**src/rtl/mux_pkg.sv**
```systemverilog
// Shared constants for the 8->32 byte packer: lane/word widths and collector states.
package mux_pkg;
    localparam int LANE_W         = 8;
    localparam int BYTES_PER_WORD = 4;
    localparam int WORD_W         = LANE_W * BYTES_PER_WORD;
    localparam int CNT_W          = $clog2(BYTES_PER_WORD);

    typedef enum logic {
        IDLE    = 1'b0,
        COLLECT = 1'b1
    } state_e;
endpackage

```
**src/rtl/mux_idle_timer.sv**
```systemverilog
// Counts consecutive idle cycles of a partial word; expire_o flags the TIMEOUT-th idle edge.
// Combinational expire, no backpressure; only built when MUX_TIMEOUT_EN is defined.
module mux_idle_timer #(
    parameter int TIMEOUT = 8
) (
    input  logic clk_4f,
    input  logic reset_L,
    input  logic run_i,
    output logic expire_o
);
    localparam int TMR_W = $clog2(TIMEOUT + 1);

    logic [TMR_W-1:0] idle_q;
    logic [TMR_W-1:0] idle_d;

    assign expire_o = run_i && (idle_q == TMR_W'(TIMEOUT - 1));

    // Any non-idle cycle (byte accepted or nothing held) restarts the count.
    always_comb begin
        idle_d = '0;
        if (run_i && !expire_o) begin
            idle_d = idle_q + 1'b1;
        end
    end

    always_ff @(posedge clk_4f or negedge reset_L) begin
        if (!reset_L) begin
            idle_q <= '0;
        end else begin
            idle_q <= idle_d;
        end
    end
endmodule

```
**src/rtl/mux8_32.sv**
```systemverilog
// Packs accepted bytes MSB-first into 32-bit words; word + valid_out registered 1 clk after 4th byte.
// No backpressure: a byte is taken on every edge with valid_in=1. MUX_TIMEOUT_EN adds partial-word drop.
module mux8_32
    import mux_pkg::*;
#(
    parameter int TIMEOUT = 8
) (
    input  logic              clk_4f,
    input  logic              reset_L,
    input  logic [LANE_W-1:0] data_in,
    input  logic              valid_in,
    output logic [WORD_W-1:0] data_out,
    output logic              valid_out,
    output logic              busy,
    output logic              drop
);
    localparam int HOLD_W = WORD_W - LANE_W;

    state_e             state_q, state_d;
    logic [CNT_W-1:0]   cnt_q, cnt_d;
    logic [HOLD_W-1:0]  word_q, word_d;
    logic [WORD_W-1:0]  data_out_q, data_out_d;
    logic               valid_out_q, valid_out_d;
    logic               drop_q, drop_d;
    logic               timeout_hit;

    if (TIMEOUT < 1) begin : g_bad_timeout
        $error("mux8_32: TIMEOUT must be at least 1");
    end

`ifdef MUX_TIMEOUT_EN
    mux_idle_timer #(
        .TIMEOUT (TIMEOUT)
    ) u_idle_timer (
        .clk_4f   (clk_4f),
        .reset_L  (reset_L),
        .run_i    ((state_q == COLLECT) && !valid_in),
        .expire_o (timeout_hit)
    );
`else
    assign timeout_hit = 1'b0;
`endif

    // Earlier bytes shift up through word_q so the first byte lands in the top lane.
    always_comb begin
        state_d     = state_q;
        cnt_d       = cnt_q;
        word_d      = word_q;
        data_out_d  = data_out_q;
        valid_out_d = 1'b0;
        drop_d      = 1'b0;
        if (valid_in) begin
            if (cnt_q == CNT_W'(BYTES_PER_WORD - 1)) begin
                data_out_d  = {word_q, data_in};
                valid_out_d = 1'b1;
                cnt_d       = '0;
                state_d     = IDLE;
            end else begin
                word_d  = {word_q[HOLD_W-LANE_W-1:0], data_in};
                cnt_d   = cnt_q + 1'b1;
                state_d = COLLECT;
            end
        end else if (timeout_hit) begin
            cnt_d   = '0;
            state_d = IDLE;
            drop_d  = 1'b1;
        end
    end

    always_ff @(posedge clk_4f or negedge reset_L) begin
        if (!reset_L) begin
            state_q     <= IDLE;
            cnt_q       <= '0;
            word_q      <= '0;
            data_out_q  <= '0;
            valid_out_q <= 1'b0;
            drop_q      <= 1'b0;
        end else begin
            state_q     <= state_d;
            cnt_q       <= cnt_d;
            word_q      <= word_d;
            data_out_q  <= data_out_d;
            valid_out_q <= valid_out_d;
            drop_q      <= drop_d;
        end
    end

    assign data_out  = data_out_q;
    assign valid_out = valid_out_q;
    assign busy      = (state_q == COLLECT);
`ifdef MUX_TIMEOUT_EN
    assign drop      = drop_q;
`else
    assign drop      = 1'b0;
`endif
endmodule

```
**config.mk**
```make
export PLATFORM = sky130hd
export DESIGN_NAME = mux8_32
export DESIGN_NICKNAME = d
export VERILOG_FILES = /design/src/rtl/mux_pkg.sv /design/src/rtl/mux_idle_timer.sv /design/src/rtl/mux8_32.sv
export SDC_FILE = /design/constraint.sdc
export NUM_CORES = 1
export LEC_CHECK = 0
export ABC_AREA = 0
export ABC_CLOCK_PERIOD_IN_PS = 1490
export CAP_MARGIN = 20
export CORE_MARGIN = 2
export CORE_UTILIZATION = 40
export CTS_BUF_LIST = sky130_fd_sc_hd__clkbuf_2 sky130_fd_sc_hd__clkbuf_4 sky130_fd_sc_hd__clkbuf_8
export DETAILED_ROUTE_END_ITERATION = 6
export PLACE_DENSITY = 0.64
export SYNTH_ARGS = -nofsm -noshare
export SYNTH_HDL_FRONTEND = slang
export SYNTH_HIERARCHICAL = 1
export SYNTH_SLANG_ARGS = --single-unit
```
**constraint.sdc**
```tcl
create_clock -name clk_4f -period 1.49 [get_ports clk_4f]
set_input_delay 0.3725 -clock clk_4f [delete_from_list [all_inputs] [get_ports clk_4f]]
set_output_delay 0.3725 -clock clk_4f [all_outputs]
set_load 0.005 [all_outputs]
```
==> results_dict.tcl, run 1 <==
set metrics [dict create \
    gp_congestion 0.6824 \
    overflow 0 \
    wl_mm 3.999 \
    boundaryPins 46 \
    drv_slew 0 \
    finalCritPeriodShare 0.9641 \
    period_needed_ns 1.437 \
    cts_htree_levels 3 \
    rows 27 \
    peakVddDrop_mv 1.000 \
    path_cells "ha_1 > nor2b_4 > buf_12 > mux2_2" \
    setup_viol 0 \
    cp_data_required_time_ns 1.70 \
    ant_nets 0 \
    swShare 0.2651 \
    cts_tree "yes" \
    intPower_uw 4631 \
    core_um2 5574 \
    p_per_area_nw_per_um2 2064 \
    cp-end-kind "flop" \
    via_count 1263 \
    finalNetCount 202 \
    p_comb_frac 0.316 \
    numCtsBuffers 9 \
    path_max_fanout 15 \
    pwr-share-clk 0.233 \
    seq_area_frac_synth 0.6462 \
    path_clk_slew_ns 0.07 \
    power_switching_uw 1671 \
    avgSynthCellArea_um2 17.47 \
    leakage_uw 0.001432 \
    synth_fp_nets 145 \
    slowest_stage "dfrtp_1" \
    finalHoldViolations 0 \
    final_util 0.5477 \
    place_ws_ns -0.2570 \
    cp_slowest_stage_delay_ns 0.40 \
    die_width_um 80.22 \
    fin_skew_ns 0.006092 \
    mostFrequentLayoutCell "dfrtp_1" \
    n_antenna_cell 0 \
    sequentialPowerShare 0.451 \
    clockRootBuffer "clkbuf_8" \
    layout-drive-gt1-share 0.4359 \
    viasPerCell 4.730 \
    grt_max_degree 61 \
    fp.dieH_um 80.22 \
    start_util 0.4168 \
    syn_to_final_growth_pct 31.39 \
    fin_ws_ns 0.05343 \
    synth_seq_cells 60 \
    mostFrequentLayoutCells "dfrtp_1, mux2_2, dlygate4sd2_1" \
    portBuffers 44 \
    dr.pass1.iters 4 \
    cts_buffer_depth 2 \
    path_class "reg2reg" \
    synthCells 133 \
    synth.distinct_cells 15 \
    setup_tns_ns 0 \
    drtIter0Drc 78 \
    post_drt_wl_per_cell_um 14.98 \
    whs_ns 0.03219 \
    grt_pass1_wl_mm 6.948 \
    drc 0 \
    clk_latency_ns 0.33 \
    maxCapViolCount 0 \
    antenna_found_initial 0 \
    rsz0062_at_grt "false" \
    dpl.hpwl_mm 2.741 \
    status "finished clean" \
    fmax_mhz 696.1 \
    cts.sinks 60 \
    fp.dieArea_um2 6434 \
    netlist_area_um2 2323 \
    arrival_ns 1.65 \
    min_path_type "in2async" \
    yosysWarnings 6 \
    cp-start-kind "flop" \
    track_usage 0.1464 \
    grt_pass1_vias 1411 \
]
[cell type report]
type,instances,area (um^2)
clock buffer,12,158.9
clock inverter,4,47.55
fill,472,2521
inverter,2,7.507
multi-input combinational,64,737.0
sequential,60,1501
tap,72,90.09
timing repair buffer,53,510.5
[logic make-up after synthesis]
kind of cell,synth area share
and+or+nand+nor,0.01131
other,0.001614
adders and majority gates,0.005384
buffers and inverters,0.03662
DFF,0.6462
AOI/OAI and AO/OA,0.002152
muxes,0.2967
[cells in the mapped netlist]
library cell | n | area share
buf_12 | 1 | 0.0086
mux2_2 | 47 | 0.23
conb_1 | 1 | 0.0016
nand2b_1 | 1 | 0.0027
inv_1 | 2 | 0.0032
ha_1 | 1 | 0.0054
mux2i_1 | 1 | 0.0043
mux2_4 | 10 | 0.065
nor2b_4 | 1 | 0.0059
nand2_2 | 1 | 0.0027
buf_6 | 4 | 0.019
o21ai_0 | 1 | 0.0022
buf_2 | 1 | 0.0022
dfrtp_1 | 60 | 0.65
buf_4 | 1 | 0.0032
[power groups by stage]
stage	Clock (uW)	Combinational (uW)	Sequential [uW]
2_1_floorplan	0	1110	2810
3_3_place_gp	0	2250	2840
3_5_place_dp	0	2310	2900
4_1_cts	1520	2030	2860
5_1_grt	1590	2180	2970
6_report	1470	1990	2840
[layer usage]
layer | vias to the layer above | part of all wire | track usage
met5 | - | 0 | 0
met4 | 0 | 0.022 | 0.08644
met3 | 11 | 0.038 | 0.03933
met2 | 27 | 0.52 | 0.2333
met1 | 651 | 0.42 | 0.1779
li1 | 574 | - | -
[state kept, by name (all words and copies together) (netlist names)]
register	flops
busy	1
data_out	32
cnt_q	2
valid_out	1
word_q	24
[final timing paths]
kind / end / from / cells after the start / slack, ns
min in group clk_4f: data_out[16] / data_out[16] / 1 / 0.50
worst max register to register: word_q[0] / cnt_q[0] / 4 / 0.05
worst max-delay path: word_q[0] / cnt_q[0] / 4 / 0.05
max in group asynchronous: cnt_q[0] / reset_L / 2 / 1.19
worst min register to register: data_out[16] / data_out[16] / 1 / 0.50
worst min-delay path: data_out[23] / reset_L / 2 / 0.03
[stage by stage]
| stage | cell area (um^2) | total power (uW) | cells |
|---|---|---|---|
| after global routing | 3053 | 6741 | 267 |
| after CTS | 3053 | 6410 | 267 |
| final | 3053 | 6302 | 267 |
| after global placement | 2874 | 5085 | 249 |
| after floorplan | 2323 | 3927 | 133 |
| after detailed placement | 2874 | 5206 | 249 |
[worst max-delay path: cells and delay by family (launching register included)]
family,cells,cell delay (ns)
fa+ha+maj,1,0.27
simple gates,1,0.15
mux,1,0.34
flops,1,0.40
buf+inv,1,0.17
[what timing repair did]
action / CTS / global route
gates resized for setup: 34 / 0
hold buffers: 0 / 0
endpoints found under the setup margin: 34 / 0
setup buffers: 2 / 0
(Power assumes the default switching activity.)
==> run 2: changes to the inputs <==
--- a/config.mk
+++ b/config.mk
@@ -8,6 +8,7 @@
 export ABC_AREA = 0
 export ABC_CLOCK_PERIOD_IN_PS = 1490
 export CAP_MARGIN = 20
+export CORE_ASPECT_RATIO = 1.25
 export CORE_MARGIN = 2
 export CORE_UTILIZATION = 40
 export CTS_BUF_LIST = sky130_fd_sc_hd__clkbuf_2 sky130_fd_sc_hd__clkbuf_4 sky130_fd_sc_hd__clkbuf_8
==> run 2 against run 1 <==
Global-route usage down 0.43 points. Register-to-register slack better by 0.05 ns. Wire length down 0.75%. First-iteration DRC count down 26%. Sequential power about the same. Clock skew up 0.00097 ns. Final area up 0.61%. Power up 1.9%. Fmax up 2.9%. Sequential share of layout area down 0.30 points. Setup slack better by 0.040 ns. Non-clock buffer count up 3. Critical endpoint unchanged.
==> results_dict.tcl, run 2 (synthesized netlist as in run 1, its figures left out) <==
set metrics [dict create \
    status "finished clean" \
    fill_cells 475 \
    mostFrequentLayoutCells "dfrtp_1, mux2_2, dlygate4sd2_1" \
    portBuffers 44 \
    gp_congestion 0.6647 \
    via_count 1258 \
    grt_pass1_vias 1367 \
    cp-end-kind "flop" \
    drv_slew 0 \
    syn_to_final_growth_pct 32.20 \
    p_per_area_nw_per_um2 2092 \
    mostFrequentLayoutCell "dfrtp_1" \
    min_path_type "in2async" \
    fin_skew_ns 0.007066 \
    die_width_um 72.17 \
    cts_htree_levels 3 \
    cts_buffer_depth 2 \
    rsz0062_at_grt "false" \
    drc 0 \
    dpl.hpwl_mm 2.729 \
    post_drt_wl_per_cell_um 15.03 \
    largest_reg_flops 32 \
    setup_tns_ns 0 \
    final_util 0.5387 \
    wl_mm 3.969 \
    layout-drive-gt1-share 0.4495 \
    boundaryPins 46 \
    leakage_uw 0.001449 \
    finalHoldViolations 0 \
    numCtsBuffers 9 \
    dr.pass1.iters 2 \
    maxCapViolCount 0 \
    cts.sinks 60 \
    fp.dieH_um 89.21 \
    cp-start-kind "input port" \
    viasPerCell 4.765 \
    clockRootBuffer "clkbuf_8" \
    antenna_found_initial 0 \
    cts_tree "yes" \
    fmax_mhz 716.0 \
    track_usage 0.1421 \
    arrival_ns 1.61 \
    place_ws_ns -0.2676 \
    path_cells "clkdlybuf4s50_1 > nor2b_4 > buf_12 > mux2_2" \
    grt_pass1_wl_mm 6.644 \
    grt_max_degree 61 \
    peakVddDrop_mv 1.063 \
    path_max_fanout 13 \
    slowest_stage "clkdlybuf4s50_1" \
    path_clk_slew_ns 0.07 \
    cp_data_required_time_ns 1.71 \
    cp_slowest_stage_delay_ns 0.53 \
    rows 31 \
    fin_ws_ns 0.09326 \
    ant_nets 0 \
    finalNetCount 205 \
    overflow 0 \
    fp.dieArea_um2 6438 \
    period_needed_ns 1.397 \
    clk_latency_ns 0.33 \
    start_util 0.4075 \
    path_class "in2reg" \
    finalCritPeriodShare 0.9374 \
    setup_viol 0 \
    core_um2 5702 \
    drtIter0Drc 58 \
    n_antenna_cell 0 \
]
[run 2: cell type report]
cell class | instances | area [um^2] | share of cell area
sequential | 60 | 1501 | 0.4888
multi-input combinational | 64 | 739.5 | 0.2407
timing repair buffer | 56 | 520.5 | 0.1694
clock buffer | 11 | 145.1 | 0.04725
tap | 66 | 82.58 | 0.02688
clock inverter | 5 | 75.07 | 0.02444
inverter | 2 | 7.507 | 0.002444
[run 2: path summary, 6_finish.rpt]
path,start,end,slack [ns],cells past startpoint
hold reg to reg,cnt_q[0],cnt_q[0],0.50,1
setup / recovery,valid_in,word_q[0],0.09,4
setup reg to reg,cnt_q[0],data_out[24],0.10,4
max in group asynchronous,reset_L,data_out[17],1.19,2
min in group clk_4f,cnt_q[0],cnt_q[0],0.50,1
hold / removal,reset_L,word_q[23],0.02,2
[run 2: worst max-delay path: cells and delay by family]
kind                   cells  cell delay, ns
and+or+nand+nor            1            0.20
muxes                      1            0.33
buffers and inverters      2            0.70
[run 2: power breakdown]
part           internal [uW]  total [uW]  leakage (uW)  switching, uW
Sequential              2410        2830      0.000710            420
Clock                    997        1600      0.000116            606
Combinational           1350        1990      0.000623            641
[run 2: what timing repair did]
| action | CTS | global route |
|---|---|---|
| buffers inserted | 2 | 0 |
| gates resized for setup | 34 | 1 |
| setup endpoints to repair | 34 | 37 |
| cloned | 0 | 0 |
| hold buffers | 0 | 0 |
[run 2: metal layers]
metal	track usage	vias to the layer above	share of wire
li1	-	582	-
met1	0.1659	640	0.41
met2	0.2310	27	0.52
met3	0.03833	9	0.040
met4	0.09262	0	0.028
met5	0	-	0
[run 2: per-stage QoR]
stage / cells / total power (uW) / hold WS (ns) / area [um^2]
finish: 264 / 6425 / 0.01785 / 3072
global route: 264 / 6849 / 0.04170 / 3072
CTS: 264 / 6538 / 0.03134 / 3069
detailed placement: 246 / 5190 / 0.4022 / 2877
global placement: 246 / 5091 / 0.3944 / 2877
floorplan: 133 / 3927 / 0.07691 / 2323
==> run 3: changes to the inputs <==
--- a/config.mk
+++ b/config.mk
@@ -14,6 +14,7 @@
 export CTS_BUF_LIST = sky130_fd_sc_hd__clkbuf_2 sky130_fd_sc_hd__clkbuf_4 sky130_fd_sc_hd__clkbuf_8
 export DETAILED_ROUTE_END_ITERATION = 6
 export PLACE_DENSITY = 0.64
+export SLEW_MARGIN = 5
 export SYNTH_ARGS = -nofsm -noshare
 export SYNTH_HDL_FRONTEND = slang
 export SYNTH_HIERARCHICAL = 1
==> results of run 3 <==
Final layout, timing and power as in run 2 (identical DEF).
==> RTL change (settings of run 3) <==
Set the package constant `BYTES_PER_WORD` to 16 (it was 4).
--- a/src/rtl/mux_pkg.sv
+++ b/src/rtl/mux_pkg.sv
@@ -1,7 +1,7 @@
 // Shared constants for the 8->32 byte packer: lane/word widths and collector states.
 package mux_pkg;
     localparam int LANE_W         = 8;
-    localparam int BYTES_PER_WORD = 4;
+    localparam int BYTES_PER_WORD = 16;
     localparam int WORD_W         = LANE_W * BYTES_PER_WORD;
     localparam int CNT_W          = $clog2(BYTES_PER_WORD);
 
Ports: changed (resized data_out); port bits go from 46 to 142. No check against the original RTL was run, so the function may have changed too.
==> RTL change against run 3 <==
The flow now finishes with violations (setup timing). Largest cell class unchanged. Worst setup slack worse by 160 ps. Sequential cell count is 194 higher. Routed wire length rose to 5.0 times the old value. Total power grew to 3.9 times the old value. Critical endpoint is now data_out[108]. Combinational power increased to 3.4 times the old value. Final area increased to 4.1 times the old value. Fmax fell by 10%. Synthesized area rose to 4.1 times the old value.
==> RTL change: results (changes against run 3) <==
| Metric | Value |
|---|---|
| Clk buf depth | `3 (+1)` |
| Largest cells by area after synthesis | `dfrtp_1, mux2_2, mux2_1, buf_6, mux2_4` |
| Max reg flops | `128 (+300%)` |
| Layout cells sized above 1 | `58.31% (+13 points)` |
| Wire length of the first global-routing pass | `30.93 mm (+370%)` |
| DR iter-0 viols | `115 (+98%)` |
| Sequential area share after synthesis | `66.39% (+1.8 points)` |
| Antenna Cells | `0 (unchanged)` |
| Crit-path max cell delay | `390 ps (-140 ps)` |
| Vias per cell | `4.852 (+1.8%)` |
| Total CTS buffers | `41 (+32)` |
| Final WL | `19.74 mm (+400%)` |
| Post-synth top cells | `dfrtp_1, mux2_2, mux2_1` |
| DR pass1 iterations | `4 (+2)` |
| Syn. warnings | `6 (unchanged)` |
| Worst Path Arrival | `1950 ps (+340 ps)` |
| Clock Skew | `21.77 ps (+14.71 ps)` |
| Maximum VDD drop | `1086 uV (+2.2%)` |
| Async SR Flop Fraction | `100.0% (unchanged)` |
| Number of port buffers | `140 (+220%)` |
| Setup_tns | `-6460 ps (-6460 ps)` |
| Status | `complete, but fails checks` |
| Final-report setup violation count | `218 (+218)` |
| Pleak | `6.370 nW (+340%)` |
| Worst Path Max Fanout | `9 (-4)` |
| Global-route usage over all layers | `15.53% (+1.3 points)` |
| GPL Wtd Cong | `0.7481 (+13%)` |
| Number of global-route vias before repair | `5753 (+320%)` |
| H-tree Lvls | `2 (-1)` |
| Skew-Pair Late Insertion Delay | `530 ps (+200 ps)` |
| Crit-path slowest cell | `dfrtp_1` |
| Antenna violations before repair | `0 (unchanged)` |
| Slack of the critical path | `-68.02 ps (-161.3 ps)` |
| Largest net degree at the start of global routing | `56 (-8.2%)` |
| Area post-placement | `11510 um2 (+300%)` |
| Synth Flop Type | `dfrtp_1` |
| Clk root buf | `clkbuf_8` |
| Synth cell types | `19 (+4)` |
| # fillers | `1991 (+320%)` |
| Syn Nets | `560 (+290%)` |
| DP HPWL | `12.71 mm (+370%)` |
| Grt ovf | `0 (unchanged)` |
| Failing checks | `setup timing` |
| Fin nets | `792 (+290%)` |
| Hold Crit Class | `in -> async` |
| Reg clk slew, reported paths | `60 ps` |
## RTL change: cell types whose count changed after synthesis, moves of 2 or more
cell / change
mux2_2: +84
mux2_1: +109
buf_4: +2
nor2_1: +2
buf_6: +17
dfrtp_1: +194
nand2_1: +3
buf_2: +4
## RTL change: area by class of cell
| class | instances | share of cell area [%] |
|---|---|---|
| clock buffer | 60 | 6.235 |
| clock inverter | 9 | 0.6034 |
| inverter | 1 | 0.03017 |
| multi-input combinational | 265 | 25.92 |
| sequential | 254 | 51.09 |
| tap | 292 | 2.936 |
| timing repair buffer | 217 | 13.19 |
## RTL change: path summary, 6_finish.rpt
check                              from            end  slack, ps  cells past startpoint
max in group asynchronous       reset_L      word_q[2]        560                      3
max                            cnt_q[1]  data_out[108]        -70                      5
min reg2reg                data_out[78]   data_out[78]        490                      1
max reg2reg                    cnt_q[1]  data_out[108]        -70                      5
min in group clk_4f        data_out[78]   data_out[78]        490                      1
min                             reset_L   data_out[93]        320                      2
## RTL change: logic make-up after synthesis
family                     synth area share (%)
muxes                                     29.74
AOI/OAI and AO/OA                        0.1568
other                                   0.03917
buffers and inverters                     3.006
and+or+nand+nor                          0.4443
DFF                                       66.39
adders and majority gates                0.1307
xor gates and xnor gates                0.09150
## RTL change: stage by stage
| step | hold slack [ps] | worst slack (ps) | power [mW] | util [%] | instances |
|---|---|---|---|---|---|
| finish | 324.6 | -68.02 | 25.00 | 52.61 | 1098 |
| global route | 315.0 | -131.8 | 26.61 | 52.61 | 1098 |
| CTS | 304.4 | -88.82 | 24.69 | 50.96 | 1091 |
| detailed placement | 286.6 | -439.1 | 19.25 | 48.66 | 986 |
| global placement | 280.2 | -408.1 | 18.89 | 48.66 | 986 |
| floorplan | 76.91 | 4.998 | 14.61 | - | 548 |
## RTL change: routing by layer
metal,track usage (%),vias up,wire [um]
li1,-,2419,-
met1,19.11,2745,8271
met2,26.51,125,10050
met3,4.058,39,937
met4,5.528,0,482
met5,0,-,0
## RTL change: what timing repair did
item                                    4_1_cts  5_1_grt
endpoints found under the setup margin      372      251
pin swaps                                     1        0
buffers inserted                             34        1
hold buffers                                  1        0
cloned                                        1        6
resized for setup                           519       71
endpoints found under the hold margin        28        0
## RTL change: power breakdown
group	switching, mW	internal, mW	leakage (nW)
Sequential	2.17	9.95	3.17
Clock	2.62	3.50	0.449
Combinational	2.24	4.52	2.75
Total	7.03	18.0	6.37
## RTL change: critical path: cells and delay by family (launching register included)
kind / cells / cell delay [ps]
buffers and inverters: 2 / 390
muxes: 1 / 300
and+or+nand+nor: 1 / 150
DFF: 1 / 390
adders and majority gates: 1 / 190
